**src/rtl/fmrv32im_axils_timer.sv**
```systemverilog
// AXI4-Lite responder for the fmrv32im peripheral port: a 32-bit timer with a
// compare register, a sticky MATCH flag and a level interrupt.
module fmrv32im_axils_timer #(
    parameter int          ADDR_WIDTH    = 16,
    parameter logic [31:0] RESET_COMPARE = 32'hFFFF_FFFF
) (
    input  logic                  CLK,
    input  logic                  RST,
    input  logic [ADDR_WIDTH-1:0] S_AXI_AWADDR,
    input  logic [3:0]            S_AXI_AWCACHE,
    input  logic [2:0]            S_AXI_AWPROT,
    input  logic                  S_AXI_AWVALID,
    output logic                  S_AXI_AWREADY,
    input  logic [31:0]           S_AXI_WDATA,
    input  logic [3:0]            S_AXI_WSTRB,
    input  logic                  S_AXI_WVALID,
    output logic                  S_AXI_WREADY,
    output logic [1:0]            S_AXI_BRESP,
    output logic                  S_AXI_BVALID,
    input  logic                  S_AXI_BREADY,
    input  logic [ADDR_WIDTH-1:0] S_AXI_ARADDR,
    input  logic [3:0]            S_AXI_ARCACHE,
    input  logic [2:0]            S_AXI_ARPROT,
    input  logic                  S_AXI_ARVALID,
    output logic                  S_AXI_ARREADY,
    output logic [31:0]           S_AXI_RDATA,
    output logic [1:0]            S_AXI_RRESP,
    output logic                  S_AXI_RVALID,
    input  logic                  S_AXI_RREADY,
    output logic                  TIMER_IRQ
);
    localparam logic [1:0] RESP_OKAY   = 2'b00;
    localparam logic [1:0] RESP_SLVERR = 2'b10;

    function automatic logic [31:0] merge_bytes(input logic [31:0] old,
                                                input logic [31:0] data,
                                                input logic [3:0]  strb);
        logic [31:0] res;
        res = old;
        for (int b = 0; b < 4; b++)
            if (strb[b]) res[b*8 +: 8] = data[b*8 +: 8];
        return res;
    endfunction

    function automatic logic is_mapped(input logic [ADDR_WIDTH-1:0] addr);
        return addr[ADDR_WIDTH-1:4] == '0;
    endfunction

    logic                  aw_held, w_held;
    logic [ADDR_WIDTH-1:0] awaddr_q;
    logic [31:0]           wdata_q;
    logic [3:0]            wstrb_q;
    logic                  bvalid_q, rvalid_q;
    logic [1:0]            bresp_q, rresp_q;
    logic [31:0]           rdata_q;

    logic [1:0]            ctrl;
    logic [31:0]           count, compare;
    logic                  match;

    logic                  aw_hs, w_hs, ar_hs, commit, wr_ok;
    logic [ADDR_WIDTH-1:0] wr_addr;
    logic [31:0]           wr_data;
    logic [3:0]            wr_strb;
    logic                  wr_ctrl, wr_count, wr_compare, wr_status;
    logic                  match_set, match_clr;
    logic [31:0]           rd_data;
    logic [1:0]            rd_resp;
    logic                  unused;

    assign S_AXI_AWREADY = ~aw_held & ~bvalid_q;
    assign S_AXI_WREADY  = ~w_held & ~bvalid_q;
    assign S_AXI_ARREADY = ~rvalid_q;
    assign S_AXI_BVALID  = bvalid_q;
    assign S_AXI_BRESP   = bresp_q;
    assign S_AXI_RVALID  = rvalid_q;
    assign S_AXI_RRESP   = rresp_q;
    assign S_AXI_RDATA   = rdata_q;
    assign TIMER_IRQ     = match & ctrl[1];

    assign aw_hs = S_AXI_AWVALID & S_AXI_AWREADY;
    assign w_hs  = S_AXI_WVALID & S_AXI_WREADY;
    assign ar_hs = S_AXI_ARVALID & S_AXI_ARREADY;

    // A held half of the write takes precedence over the live bus value.
    assign wr_addr = aw_held ? awaddr_q : S_AXI_AWADDR;
    assign wr_data = w_held ? wdata_q : S_AXI_WDATA;
    assign wr_strb = w_held ? wstrb_q : S_AXI_WSTRB;
    assign commit  = (aw_hs | aw_held) & (w_hs | w_held) & ~bvalid_q;
    assign wr_ok   = commit & is_mapped(wr_addr);

    assign wr_ctrl    = wr_ok & (wr_addr[3:2] == 2'd0);
    assign wr_count   = wr_ok & (wr_addr[3:2] == 2'd1) & (|wr_strb);
    assign wr_compare = wr_ok & (wr_addr[3:2] == 2'd2);
    assign wr_status  = wr_ok & (wr_addr[3:2] == 2'd3);

    assign match_set = ctrl[0] & (count == compare);
    assign match_clr = wr_status & wr_strb[0] & wr_data[0];

    assign unused = ^{S_AXI_AWCACHE, S_AXI_AWPROT, S_AXI_ARCACHE, S_AXI_ARPROT,
                      S_AXI_ARADDR[1:0], wr_addr[1:0]};

    always_comb begin
        rd_data = '0;
        rd_resp = RESP_OKAY;
        if (!is_mapped(S_AXI_ARADDR)) begin
            rd_resp = RESP_SLVERR;
        end else begin
            case (S_AXI_ARADDR[3:2])
                2'd0:    rd_data = {30'd0, ctrl};
                2'd1:    rd_data = count;
                2'd2:    rd_data = compare;
                default: rd_data = {31'd0, match};
            endcase
        end
    end

    always_ff @(posedge CLK or posedge RST) begin
        if (RST) begin
            aw_held  <= 1'b0;
            w_held   <= 1'b0;
            bvalid_q <= 1'b0;
            bresp_q  <= RESP_OKAY;
        end else begin
            if (commit) begin
                aw_held  <= 1'b0;
                w_held   <= 1'b0;
                bvalid_q <= 1'b1;
                bresp_q  <= is_mapped(wr_addr) ? RESP_OKAY : RESP_SLVERR;
            end else begin
                if (aw_hs) aw_held <= 1'b1;
                if (w_hs)  w_held  <= 1'b1;
                if (bvalid_q && S_AXI_BREADY) begin
                    bvalid_q <= 1'b0;
                    bresp_q  <= RESP_OKAY;
                end
            end
        end
    end

    // Capture registers only matter while the matching held flag is set.
    always_ff @(posedge CLK) begin
        if (aw_hs) awaddr_q <= S_AXI_AWADDR;
        if (w_hs) begin
            wdata_q <= S_AXI_WDATA;
            wstrb_q <= S_AXI_WSTRB;
        end
    end

    always_ff @(posedge CLK or posedge RST) begin
        if (RST) begin
            rvalid_q <= 1'b0;
            rresp_q  <= RESP_OKAY;
            rdata_q  <= '0;
        end else if (ar_hs) begin
            rvalid_q <= 1'b1;
            rresp_q  <= rd_resp;
            rdata_q  <= rd_data;
        end else if (rvalid_q && S_AXI_RREADY) begin
            rvalid_q <= 1'b0;
            rresp_q  <= RESP_OKAY;
            rdata_q  <= '0;
        end
    end

    always_ff @(posedge CLK or posedge RST) begin
        if (RST) begin
            ctrl    <= 2'd0;
            count   <= 32'd0;
            compare <= RESET_COMPARE;
            match   <= 1'b0;
        end else begin
            if (wr_ctrl && wr_strb[0]) ctrl <= wr_data[1:0];
            if (wr_count)        count <= merge_bytes(count, wr_data, wr_strb);
            else if (ctrl[0])    count <= count + 32'd1;
            if (wr_compare) compare <= merge_bytes(compare, wr_data, wr_strb);
            // A fresh match beats a same-cycle clear so no event is lost.
            if (match_set)      match <= 1'b1;
            else if (match_clr) match <= 1'b0;
        end
    end
endmodule

```
**config.mk**
```make
export PLATFORM = sky130hd
export DESIGN_NAME = fmrv32im_axils_timer
export DESIGN_NICKNAME = d
export VERILOG_FILES = /design/src/rtl/fmrv32im_axils_timer.sv
export SDC_FILE = /design/constraint.sdc
export NUM_CORES = 1
export LEC_CHECK = 0
export BUFFER_PORTS_ARGS = -buffer_cell sky130_fd_sc_hd__buf_2
export CAP_MARGIN = 20
export CORE_MARGIN = 10
export CORE_UTILIZATION = 61
export CTS_CLUSTER_SIZE = 25
export DETAILED_ROUTE_END_ITERATION = 16
export PLACE_DENSITY_LB_ADDON = 0.2
export SLEW_MARGIN = 20
export SYNTH_ARGS = -nofsm -noshare
export SYNTH_HDL_FRONTEND = slang
export SYNTH_SLANG_ARGS = --single-unit
```
**constraint.sdc**
```tcl
create_clock -name CLK -period 9.6 [get_ports CLK]
set_clock_uncertainty 0.05 [all_clocks]
set_input_delay 1.92 -clock CLK [delete_from_list [all_inputs] [get_ports CLK]]
set_output_delay 1.92 -clock CLK [all_outputs]
set_load 0.05 [all_outputs]
```
======== Yosys cells after proc, flatten, opt, wreduce, memory -nomap -nowiden ========
Index checks and enable logic that the tools add are counted.
storage, ports and cells
  flip-flop bits (word level) ............. 159
  input bits .............................. 89
  output and inout bits ................... 42
  logic and storage cells ................. 105
operators by class
  add/sub/neg operators ................... 1
  equality and inequality tests ........... 10
  multiplexer cells ....................... 29
  bitwise logic cells ..................... 23
  reduce and logical (&&, ||, !) cells .... 22
operator list
  kind                                                                    number
  32-bit 2-to-1 mux                                                       6
  32-bit case mux with 3 select lines                                     1
  32-bit by 1-bit adder with 32-bit output (second input constant)        1
  32-bit equality test                                                    1
  8-bit 2-to-1 mux                                                        4
  12-bit zero test                                                        2
  1-bit bitwise AND                                                       17
  16-bit 2-to-1 mux                                                       1
  2-bit AND reduction                                                     8
  2-bit 2-to-1 mux                                                        6
  2-bit nonzero test                                                      6
  1-bit 2-to-1 mux                                                        10
  2-bit != test (second input constant)                                   4
  2-bit equality test (second input constant)                             3
  2-bit by 1-bit equality test with 1-bit output (second input constant)  2
  2-bit zero test                                                         2
  4-bit 2-to-1 mux                                                        1
  1-bit NOT                                                               4
  4-bit OR reduction                                                      1
  1-bit logical AND                                                       3
  1-bit bitwise OR                                                        2

======== Depth between registers and ports, before layout ========
  depth in word-level cells ............... 12
  mapped depth ............................ 10
  mapped depth without buffers ............ 7

======== Worst setup path before layout ========
Ideal clock, no wire load.
  path type ............................... reg2out
  start ................................... register w_held
  end ..................................... output S_AXI_WREADY
  data arrival time ....................... 1,726 ps
  required time ........................... 7,630 ps
  path slack .............................. 5,904 ps
  stages on the path, launching flop included .. 6
  buffers on the path ..................... 4
  cells stage by stage .................... dfrtp_1 buf_2 buf_6 buf_2 buf_2 nor2_1
between the ends
  word-level cells in the longest chain between the ends .. 2
RTL lines
  what                    line  source
  start, declared         49    logic aw_held, w_held;
  start signal, assigned  121   w_held <= 1'b0;
  start signal, assigned  127   w_held <= 1'b0;
  start signal, assigned  132   if (w_hs) w_held <= 1'b1;
  1-bit NOT               72    assign S_AXI_WREADY = ~w_held & ~bvalid_q;
  1-bit bitwise AND       72
  end, declared           17    output logic S_AXI_WREADY,
No other way between the ends.

======== Worst setup path after layout ========
  start ................................... input S_AXI_AWADDR[2]
  end ..................................... register count[25]
between the ends
  word-level cells in the longest chain between the ends .. 6
  elaborated cells between the ends (all ways) .. 8
  classes of those cells .................. eq/ne: 2; mux: 2; bitwise: 2; reduce/logical: 2
RTL lines
  what                                                           line  source
  start, declared                                                9     input logic [ADDR_WIDTH-1:0] S_AXI_AWADDR,
  16-bit 2-to-1 mux (*)                                          86    assign wr_addr = aw_held ? awaddr_q : S_AXI_AWADDR;
  2-bit by 1-bit equality test with 1-bit output (*)             93    assign wr_count = wr_ok & (wr_addr[3:2] == 2'd1) & (|wr_strb);
  1-bit bitwise AND (*) (2 in a row)                             93
  2-bit != test (no line) or 2-bit nonzero test (tied branches)  n/a
  2-bit AND reduction (no line)                                  n/a
  end signal, assigned                                           174   if (wr_count) count <= merge_bytes(count, wr_data, wr_strb);
  end signal, assigned                                           175   else if (ctrl[0]) count <= count + 32'd1;
  end, declared                                                  58    logic [31:0] count, compare;
Every way passes the cells marked *; elsewhere a longest branch is shown, timed or not.
A chain may end at the register's enable or synchronous reset.

==> results.json <==
{
  "r2r_slack_ns": 6.60,
  "rsz0062_at_grt": "false",
  "drive_gt1_frac": 0.301,
  "wl_mm": 19.4,
  "grt_usage": 0.226,
  "p_seq_frac": 0.465,
  "fin_setup_tns_ns": 0,
  "rr_startpoint": "w_held$_DFFE_PP0P_",
  "ys_seq_area_frac": 0.544,
  "min_period_over_period": 0.383,
  "slowest_delay_ns": 0.40,
  "met2_length_mm": 9.28,
  "r2r_end": "count[25]$_DFFE_PP0P_",
  "crit_fanout": 39,
  "syn-cell-area_um2": 7670,
  "ys_ff_latch": 155,
  "hold_viol": 0,
  "wire_per_inst_um": 20.0,
  "hold_path_end": "S_AXI_RDATA[12]$_DFFE_PP0P_",
  "post_cts_resized": 0,
  "clk_pin_slew_ns": 0.06,
  "antenna_found_initial": 0,
  "drc_errors": 0,
  "power_w": 0.00178,
  "rows": 40,
  "worstMarginPinSlew_ns": 0.964,
  "synthArstFlopShare": 0.677,
  "layout.nets": 878,
  "design.die.area_um2": 17500,
  "switching_share": 0.288,
  "status": "finished clean",
  "clock_power_share": 0.365,
  "layout.cells.non_filler": 969,
  "p_int_w": 0.00126,
  "worstHoldStart": "S_AXI_RDATA[12]$_DFFE_PP0P_",
  "cts_setup_buffers": 0,
  "root_buffer": "clkbuf_16",
  "post-dp-hpwl_mm": 13.9,
  "min_period_ns": 3.67,
  "final_common_cell": "buf_2",
  "syn_to_final_growth_pct": 16.1,
  "cts_buffer_depth": 2,
  "max_freq_ghz": 0.272,
  "grt_overflow_total": 0,
  "slew_headroom": 0.353,
  "io_buffers": 110,
  "die_w_um": 132,
  "synth_warnings": 0,
  "dpl_cell_area_um2": 8320,
  "pwr_density_cell_nw_per_um2": 200,
  "cts_tree": "done",
  "ys_types": 59,
  "initial_utilization": 0.631,
  "crit_arrival_ns": 3.94,
  "slew_viol_final": 0,
  "p_switching_w": 0.000512,
  "num_vias": 5920,
  "hold-worst-slack_ns": 0.423,
  "final_cell_mix": "buf_2 (110), dfrtp_1 (72), nand2_1 (67)",
  "setup_viol": 0,
  "grt_pass1_vias": 6143,
  "met3_length_mm": 1.37,
  "comb_power_share": 0.170,
  "cpMaxStageDelayCell": "or3b_4",
  "drv_cap": 0,
  "worstRegToRegCells": 7,
  "irDropWorstVdd_mv": 0.327,
  "vias_per_cell": 6.11,
  "highest_layer": "met4",
  "ios": 131,
  "cp_cell_sequence": "buf_2 > or3b_4 > a211oi_4 > o211ai_2 > buf_4 > nor2_2 > a211oi_1 > a221oi_1",
  "die_h_um": 132,
  "core_um2": 12200,
  "grt_max_degree": 60,
  "syn_area_per_cell_um2": 11.2,
  "clkSinkCount": 155,
  "worstPathRequired_ns": 9.86,
  "stdcell_area_um2": 8900,
  "synthCells": 685,
  "numCtsBuffers": 17,
  "p_leak_nw": 3.73,
  "ctsHoldBuffers": 0,
  "worstHoldPathCells": 2,
  "wl_met1_mm": 8.21,
  "hp-class": "reg2reg",
  "firstDrtPassIters": 5,
  "critPathLaunchType": "primary input",
  "drt.antenna.violating_nets": 0,
  "synth_edf_count": 50,
  "dp_cells": 936,
  "critPathKind": "in2reg",
  "drt_iter0_markers": 430,
  "critPathCaptureType": "flop",
  "cts_max_level": 4,
  "insertion_delay_ns": 0.43,
  "synth_ff_type": "dfrtp_1",
  "gp_congestion": 0.959,
  "grt_pass1_wl_mm": 31.8,
  "antenna_cells": 0
}
## worst max path at each step
stage | endpoint | slack (ns) | depth (start not counted) | startpoint
after floorplan | S_AXI_BRESP[1]$_DFFE_PP0P_ | 4.92 | 1 | RST
after global placement | count[0]$_DFFE_PP0P_ | 5.60 | 6 | S_AXI_AWADDR[2]
after detailed placement | count[0]$_DFFE_PP0P_ | 5.58 | 6 | S_AXI_AWADDR[2]
after CTS | S_AXI_WREADY | 5.67 | 2 | w_held$_DFFE_PP0P_
after global routing | count[25]$_DFFE_PP0P_ | 5.82 | 8 | S_AXI_AWADDR[2]
final | count[25]$_DFFE_PP0P_ | 5.93 | 8 | S_AXI_AWADDR[2]
## power groups by stage
stage / clock, W / combinational (W) / sequential (W)
after detailed placement: 0 / 0.000302 / 0.000836
final: 0.000649 / 0.000301 / 0.000826
after global placement: 0 / 0.000296 / 0.000831
after global routing: 0.000683 / 0.000325 / 0.000836
after CTS: 0.000655 / 0.000304 / 0.000824
after floorplan: 0 / 0.000236 / 0.000808
## through the flow
stage               setup WS (ns)   util
floorplan                    4.92      -
global placement             5.60  0.684
detailed placement           5.58  0.684
CTS                          5.67  0.731
global route                 5.82  0.732
finish                       5.93  0.732
## final cells by class
class | count | area [µm²]
Clock buffer | 21 | 470
Clock inverter | 11 | 100
Fill cell | 867 | 3260
Inverter | 25 | 96.3
Multi-Input combinational cell | 472 | 3240
Sequential cell | 155 | 4170
Tap cell | 168 | 210
Timing Repair Buffer | 117 | 607
## cell families (layout without fill, tap and decap cells)
group,count (synthesis),count (layout),synth area share
XOR/XNOR,33,33,0.0377
buffers and inverters,59,174,0.0351
AO/OA/AOI/OAI,151,151,0.133
adder cells (fa/ha/maj),1,1,0.00163
flip-flops,155,155,0.544
AND/OR/NAND/NOR,210,210,0.139
other,1,2,0.000489
multiplexers,75,75,0.109
## sequential cells by signal, indices dropped and copies added, names as in the netlist
signal        cells
wdata_q          32
match             1
awaddr_q         14
S_AXI_BRESP       1
S_AXI_RVALID      1
compare          32
S_AXI_RRESP       1
wstrb_q           4
S_AXI_RDATA      32
w_held            1
count            32
S_AXI_BVALID      1
aw_held           1
ctrl              2
## critical path: cells and delay by family
family | cells | cell delay [ns]
compound gates | 4 | 0.84
simple gates | 2 | 0.76
buf+inv | 2 | 0.40
## Yosys cell counts, types with 20 or more instances
cell type | number | area, µm²
nand2_1 | 67 | 251
o21ai_0 | 48 | 240
nor2_1 | 31 | 116
mux2i_1 | 33 | 330
a22oi_1 | 30 | 225
a21oi_1 | 26 | 130
nand4_1 | 22 | 138
dfstp_2 | 32 | 841
inv_1 | 25 | 93.8
dfrtp_1 | 73 | 1830
edfxtp_1 | 50 | 1500
clkbuf_1 | 20 | 75.1
mux2_2 | 38 | 428
## routing by layer
layer,vias to the layer above,track usage
met3,40,0.0553
li1,2745,-
met1,2888,0.283
met5,-,0
met2,247,0.362
met4,0,0.101
(Power assumes the default switching activity.)
